**config.mk**
```make
export PLATFORM = sky130hd
export DESIGN_NAME = excess3_to_bcd_serial
export DESIGN_NICKNAME = d
export VERILOG_FILES = /design/src/rtl/e3_pkg.sv /design/src/rtl/serial_sub_cell.sv /design/src/rtl/excess3_to_bcd_serial.sv
export SDC_FILE = /design/constraint.sdc
export NUM_CORES = 1
export LEC_CHECK = 0
export ABC_AREA = 0
export ABC_CLOCK_PERIOD_IN_PS = 5760
export CORE_MARGIN = 3
export CORE_UTILIZATION = 50
export CTS_CLUSTER_DIAMETER = 200
export DETAILED_ROUTE_END_ITERATION = 12
export PLACE_DENSITY = 0.84
export SLEW_MARGIN = 20
export SYNTH_ARGS = -nofsm -noshare
export SYNTH_HDL_FRONTEND = slang
export SYNTH_HIERARCHICAL = 1
export SYNTH_SLANG_ARGS = --single-unit
```
**constraint.sdc**
```tcl
create_clock -name clk -period 5.76 [get_ports clk]
set_input_delay 0.576 -clock clk [delete_from_list [all_inputs] [get_ports clk]]
set_output_delay 0.576 -clock clk [all_outputs]
set_load 0.01 [all_outputs]
```
**src/rtl/e3_pkg.sv**
```systemverilog
// ------------------------------------------------------------------
// e3_pkg : shared state type and excess-3 code constants
// Rev 1.0
// ------------------------------------------------------------------
`default_nettype none

package e3_pkg;

  typedef enum logic [1:0] {
    S0 = 2'd0,
    S1 = 2'd1,
    S2 = 2'd2,
    S3 = 2'd3
  } e3_state_t;

  // Bit i of the offset is the subtrahend bit used while in state Si.
  localparam logic [3:0] E3_OFFSET = 4'b0011;
  localparam int unsigned E3_MIN = 3;
  localparam int unsigned E3_MAX = 12;

endpackage

`default_nettype wire

```
**src/rtl/serial_sub_cell.sv**
```systemverilog
// ------------------------------------------------------------------
// serial_sub_cell : 1-bit full subtractor (a - k - borrow_in)
// Rev 1.0
// ------------------------------------------------------------------
`default_nettype none

module serial_sub_cell (
  input  logic a_i,
  input  logic k_i,
  input  logic borrow_i,
  output logic r_o,
  output logic borrow_o
);

  assign r_o      = a_i ^ k_i ^ borrow_i;
  assign borrow_o = (~a_i & (k_i | borrow_i)) | (k_i & borrow_i);

endmodule

`default_nettype wire

```
**src/rtl/excess3_to_bcd_serial.sv**
```systemverilog
// ------------------------------------------------------------------
// excess3_to_bcd_serial : LSB-first serial excess-3 to BCD converter
// Rev 1.0
// ------------------------------------------------------------------
`default_nettype none

module excess3_to_bcd_serial
  import e3_pkg::*;
#(
  parameter int CNT_W = 8
) (
  input  logic             clk,
  input  logic             rst,
  input  logic             sync_clr,
  input  logic             in_valid,
  input  logic             in_bit,
  output logic             out_valid,
  output logic             out_bit,
  output logic             digit_valid,
  output logic [3:0]       digit,
  output logic             digit_err,
  output logic [CNT_W-1:0] good_cnt,
  output logic [CNT_W-1:0] err_cnt
);

  e3_state_t        state_q, state_d;
  logic             borrow_q, borrow_d;
  logic [2:0]       res_q, res_d;
  logic [2:0]       raw_q, raw_d;
  logic             out_valid_q, out_valid_d;
  logic             out_bit_q, out_bit_d;
  logic             digit_valid_q, digit_valid_d;
  logic [3:0]       digit_q, digit_d;
  logic             digit_err_q, digit_err_d;
  logic [CNT_W-1:0] good_q, good_d;
  logic [CNT_W-1:0] err_q, err_d;

  logic             w_k;
  logic             w_r;
  logic             w_bout;
  logic             w_err;

  assign w_k = E3_OFFSET[state_q];

  serial_sub_cell u_sub (
    .a_i      (in_bit),
    .k_i      (w_k),
    .borrow_i (borrow_q),
    .r_o      (w_r),
    .borrow_o (w_bout)
  );

  // Final borrow flags codes below the minimum; the raw compare catches 1101..1111.
  assign w_err = w_bout | ({in_bit, raw_q} > 4'(E3_MAX));

  always_ff @(posedge clk or posedge rst) begin
    if (rst) begin
      state_q       <= S0;
      borrow_q      <= 1'b0;
      res_q         <= 3'b000;
      raw_q         <= 3'b000;
      out_valid_q   <= 1'b0;
      out_bit_q     <= 1'b0;
      digit_valid_q <= 1'b0;
      digit_q       <= 4'b0000;
      digit_err_q   <= 1'b0;
      good_q        <= '0;
      err_q         <= '0;
    end else begin
      state_q       <= state_d;
      borrow_q      <= borrow_d;
      res_q         <= res_d;
      raw_q         <= raw_d;
      out_valid_q   <= out_valid_d;
      out_bit_q     <= out_bit_d;
      digit_valid_q <= digit_valid_d;
      digit_q       <= digit_d;
      digit_err_q   <= digit_err_d;
      good_q        <= good_d;
      err_q         <= err_d;
    end
  end

  always_comb begin
    state_d       = state_q;
    borrow_d      = borrow_q;
    res_d         = res_q;
    raw_d         = raw_q;
    out_valid_d   = 1'b0;
    out_bit_d     = out_bit_q;
    digit_valid_d = 1'b0;
    digit_d       = digit_q;
    digit_err_d   = digit_err_q;
    good_d        = good_q;
    err_d         = err_q;

    if (sync_clr) begin
      state_d  = S0;
      borrow_d = 1'b0;
    end else if (in_valid) begin
      out_valid_d = 1'b1;
      out_bit_d   = w_r;
      res_d       = {w_r, res_q[2:1]};
      raw_d       = {in_bit, raw_q[2:1]};
      borrow_d    = w_bout;
      case (state_q)
        S0: state_d = S1;
        S1: state_d = S2;
        S2: state_d = S3;
        S3: begin
          state_d       = S0;
          borrow_d      = 1'b0;
          digit_d       = {w_r, res_q};
          digit_err_d   = w_err;
          digit_valid_d = 1'b1;
          if (w_err) begin
            if (err_q != '1) err_d = err_q + 1'b1;
          end else begin
            if (good_q != '1) good_d = good_q + 1'b1;
          end
        end
        default: state_d = S0;
      endcase
    end
  end

  assign out_valid   = out_valid_q;
  assign out_bit     = out_bit_q;
  assign digit_valid = digit_valid_q;
  assign digit       = digit_q;
  assign digit_err   = digit_err_q;
  assign good_cnt    = good_q;
  assign err_cnt     = err_q;

endmodule

`default_nettype wire

```
=== Yosys cells after proc, flatten, opt, wreduce, memory -nomap -nowiden ===
Index checks and enable logic that the tools add are counted.

* Reductions and logical operators: 6
* Eq/ne operators: 5
* Magnitude comparators: 2
* Muxes and demuxes: 13
* Add/subtract/negate cells: 2
* Bitwise logic cells: 10

{| class="wikitable"
|+ Operators with widths
! cell !! count
|-
| $add A8 B1 Y8 const B || 2
|-
| $ne A8 B8 Y1 const B || 2
|-
| $reduce_and A5 Y1 || 2
|-
| $mux W1 || 9
|-
| $pmux W2 S4 || 1
|-
| $eq A2 B2 Y1 const B || 2
|-
| $gt A4 B4 Y1 const B || 1
|-
| $mux W2 || 2
|-
| $lt A2 B3 Y1 const B || 1
|-
| $not A1 Y1 || 3
|-
| $or A1 B1 Y1 || 3
|-
| $reduce_and A3 Y1 || 1
|-
| $and A1 B1 Y1 || 2
|-
| $bmux W1 S2 || 1
|-
| $eq A2 B1 Y1 const B || 1
|-
| $logic_not A2 Y1 || 1
|-
| $reduce_and A2 Y1 || 1
|-
| $reduce_bool A2 Y1 || 1
|-
| $xor A1 B1 Y1 || 2
|}

* Bits of input ports: 5
* Logic and storage cells: 49
* Output and inout bits: 24
* Register bits after elaboration: 33

=== Logic depth before layout (Yosys ltp) ===
* Depth after elaboration: 8
* Mapped depth: 6
* Depth with buffers taken out: 6

=== Hierarchy ===
The synthesis kept the hierarchy.

{| class="wikitable"
|+ By module, submodules not included
! module !! area an instance (um2) !! cells an instance !! times used
|-
| excess3_to_bcd_serial || 1418.9 || 108 || 1
|-
| serial_sub_cell || 27.5 || 3 || 1
|}

=== Worst setup path after synthesis ===
No wires, ideal clock.

* Kind: input-to-reg
* From: input port in_bit
* To: register good_q[1] (netlist: good_cnt[1])
* Path buffers: 1
* Library setup time: 0.125 ns
* Path slack: 3.556 ns
* Stages: 6
* Data arrival time: 2.079 ns
* Data required time: 5.635 ns
* Cells stage by stage: inv_1 > fa_1 > or3_1 > buf_6 > nor2_1 > mux2_2

* Word-level cells in the longest chain between the ends: 6

{| class="wikitable"
|+ Ends and longest elaborated chain
! what !! RTL line !! text
|-
| from (decl) || excess3_to_bcd_serial.sv:16 || <nowiki>input logic in_bit,</nowiki>
|-
| $not A1 Y1 || serial_sub_cell.sv:16 || <nowiki>assign borrow_o = (~a_i & (k_i | borrow_i)) | (k_i & borrow_i);</nowiki>
|-
| $and A1 B1 Y1 || serial_sub_cell.sv:16 ||
|-
| $or A1 B1 Y1 || serial_sub_cell.sv:16 ||
|-
| named net w_bout || excess3_to_bcd_serial.sv:40 || <nowiki>logic w_bout;</nowiki>
|-
| $or A1 B1 Y1 || excess3_to_bcd_serial.sv:54 || <nowiki>assign w_err = w_bout | ({in_bit, raw_q} > 4'(E3_MAX));</nowiki>
|-
| $not A1 Y1 (no source line) || -- ||
|-
| $reduce_and A5 Y1 (no source line) || -- ||
|-
| to (signal assigned) || excess3_to_bcd_serial.sv:79 || <nowiki>good_q <= good_d;</nowiki>
|-
| to (decl) || excess3_to_bcd_serial.sv:35 || <nowiki>logic [CNT_W-1:0] good_q, good_d;</nowiki>
|}

The timed path passes the listed nets, and every way through them passes these cells.
A chain may end at the register's enable or synchronous reset.

=== Worst setup path after layout ===
Same ends and word-level chain as after synthesis.

==> impl_metrics.json <==
{
  "outcome": "completed",
  "cts-hold-fix-buffers": 0,
  "maxSlewViolCount": 0,
  "cts_buffers": 5,
  "grt_usage_pct": 17.25,
  "htreeDepth": 2,
  "wl_um": 2604,
  "power.leakage_nw": 0.8804,
  "nNetsFinal": 153,
  "drtIter0Drc": 28,
  "crit_required_ns": 5.98,
  "drc": 0,
  "grt_pass1_vias": 975,
  "antenna_found_initial": 0,
  "drive_gt1_share_pct": 17.93,
  "post-dp-hpwl_um": 1885,
  "place_inst": 167,
  "slowest_delay_ns": 0.56,
  "cp.depth": 6,
  "synthArstFlopShare_pct": 100.0,
  "area_delta_synth_final_pct": 25.09,
  "critPathTopFamily": "simple AND/OR/NAND/NOR gates",
  "grt_use_met1_pct": 21.42,
  "postRouteAntennaNets": 0,
  "grt_setup_unrepaired": "no",
  "yosysSeqAreaShare_pct": 55.36,
  "ctsResizeCount": 0,
  "syn_inst": 111,
  "dr.pass1.iters": 4,
  "synth_area_sq_mm": 0.001446,
  "layout.cells.non_filler": 175,
  "cts_tree": "built",
  "insertion_delay_ns": 0.33,
  "synth-main-ff-cell": "dfrtp_1",
  "ys_types": 32,
  "finalSetupViolCount": 0,
  "path_class": "in -> reg",
  "grt_max_degree": 33,
  "p_per_area_mw_per_mm2": 270.3,
  "wl_per_cell_um": 14.88,
  "use_met3_pct": 7.127,
  "start_kind": "primary input",
  "synth_top_area_share_pct": 55.36,
  "root_buffer": "clkbuf_4",
  "cp_max_fo": 8,
  "synth.area.top_cells": "dfrtp_1, mux2_2, xor2_1",
  "maxSlewHeadroom_pct": 60.27,
  "path_clk_slew_ns": 0.10,
  "fin_crit_ns": 2.558,
  "n_antenna_cell": 0,
  "cp-end-kind": "register",
  "cts_max_path_buffers": 2,
  "grt_busiest_layer": "met2",
  "met2_usage_pct": 26.70,
  "synth_area_per_cell_sq_um": 13.03,
  "cap_violations": 0,
  "worstHoldPathCells": 1,
  "numClockSinks": 32,
  "hold_viol": 0,
  "slowest_stage": "or3_1",
  "tightest_slew_ns": 0.5919,
  "skew_ns": 0.006576,
  "vias_per_cell": 5.520,
  "yosys_warnings": 6,
  "hp-class": "reg -> reg",
  "via_count": 966,
  "irDropWorstVdd_v": 0.0002646,
  "arrival_ns": 2.78,
  "yosys_register_bits": 32,
  "num_rows": 18,
  "synth.largest_area_cell": "dfrtp_1",
  "tns_ns": 0,
  "die_area_sq_mm": 0.003574,
  "gp_congestion": 0.7102,
  "overflow": 0,
  "io_pins": 29,
  "finalCritPeriodShare_pct": 44.40,
  "reg2regPathDepth": 5,
  "synth_edf_count": 0,
  "core_area_sq_mm": 0.002613,
  "cts_setup_buffers": 0,
  "synthesis.nets": 120,
  "start_util_pct": 55.36,
  "crit_chain": "clkdlybuf4s50_1, inv_1, fa_1, or3_1, nor2_1, mux2_2",
  "dieHeight_um": 59.79,
  "critPathBufInv": 2,
  "grt_pass1_wl_um": 4457,
  "final_util_pct": 69.25,
  "die_w_um": 59.79,
  "io_buffers": 28,
  "max_freq_ghz": 0.3910
}
## worst paths after layout
path                                    startpoint                 endpoint  slack (ns)
setup / recovery                            in_bit  good_cnt[1]$_DFFE_PP0P_        3.20
hold / removal             good_cnt[7]$_DFFE_PP0P_  good_cnt[7]$_DFFE_PP0P_        0.49
setup reg to reg            state_q[1]$_DFFE_PP0P_  good_cnt[1]$_DFFE_PP0P_        3.57
hold reg to reg            good_cnt[7]$_DFFE_PP0P_  good_cnt[7]$_DFFE_PP0P_        0.49
max in group asynchronous                      rst     raw_q[2]$_DFFE_PP0N_        4.86
min in group asynchronous                      rst  good_cnt[7]$_DFFE_PP0P_        0.61
## Yosys cell counts (2+ instances only)
| cell | number |
|---|---|
| dfrtp_1 | 32 |
| nand2_1 | 4 |
| nor4_1 | 3 |
| and4_1 | 2 |
| nor3_1 | 2 |
| xor2_1 | 13 |
| clkbuf_1 | 2 |
| mux2_2 | 12 |
| nand3_1 | 5 |
| nor4b_2 | 2 |
| nor2_1 | 6 |
| inv_1 | 6 |
| ha_1 | 3 |
## kinds of logic after synthesis
family	count (synthesis)	share of synthesized area [%]
DFF	32	55.36
buffers and inverters	9	2.855
xor gates and xnor gates	14	8.478
adders and majority gates	4	3.980
and+or+nand+nor	34	16.70
muxes	13	10.03
AOI/OAI and AO/OA	5	2.595
## cell usage in the layout, fill, tap and decap left out
master / netlist / routed
xnor2_1: 1 / 1
nor4_4: 1 / 1
nand3_1: 5 / 5
nor4b_2: 2 / 2
nand4_1: 1 / 1
o32a_1: 1 / 1
nor4_2: 1 / 1
nand3b_1: 1 / 1
nor4b_1: 1 / 1
mux2i_1: 1 / 1
nor2_1: 6 / 6
or3_1: 1 / 1
nand2_1: 4 / 4
ha_1: 3 / 3
clkdlybuf4s50_1: 0 / 28
and4_1: 2 / 2
nor4_1: 3 / 3
o21ai_1: 1 / 1
clkinv_4: 0 / 1
nor3b_1: 1 / 1
dfrtp_1: 32 / 32
clkbuf_4: 0 / 5
mux2_2: 12 / 12
a21oi_1: 1 / 1
clkinv_2: 0 / 2
inv_1: 6 / 6
fa_1: 1 / 1
o21a_1: 1 / 1
nand3b_4: 1 / 1
nor2b_1: 1 / 1
nor3_1: 2 / 2
o211a_1: 1 / 1
buf_4: 0 / 1
nand2b_1: 1 / 1
xor2_1: 13 / 13
## power breakdown
group / switching, W / internal, W
clock network: 0.0000790 / 0.0000468
logic: 0.0000335 / 0.0000545
registers: 0.0000216 / 0.000254
total: 0.000134 / 0.000355
## state kept, by name, indices dropped and copies added (netlist names)
register	cells
borrow_q	1
digit	4
digit_err	1
digit_valid	1
err_cnt	8
good_cnt	8
out_valid	1
raw_q	3
res_q	3
state_q	2
## layout make-up
type	count	area, sq um
fill	218	803.3
multi-input combinational	70	604.3
sequential	32	800.8
tap	30	37.54
inverter	6	22.52
clock inverter	3	18.77
timing repair buffer	29	287.8
clock buffer	5	37.54
## stage by stage
step           cell area [sq um]  hold slack (ns)  total power (W)  setup slack (ns)
3_5_place_dp                1753           0.4757        0.0003687             2.845
3_3_place_gp                1753           0.4788        0.0003622             2.933
6_report                    1809           0.4879        0.0004890             3.202
2_1_floorplan               1446           0.4766        0.0003193             3.556
5_1_grt                     1809           0.5300        0.0005172             3.140
4_1_cts                     1809           0.4917        0.0004949             3.212
## routing by layer
layer / vias to the layer above / routed length, um
met2: 26 / 1308
met4: 0 / 42
met1: 482 / 1108
met5: - / 0
met3: 6 / 144
li1: 452 / -
Note: power is estimated with default switching activity, not from simulation.
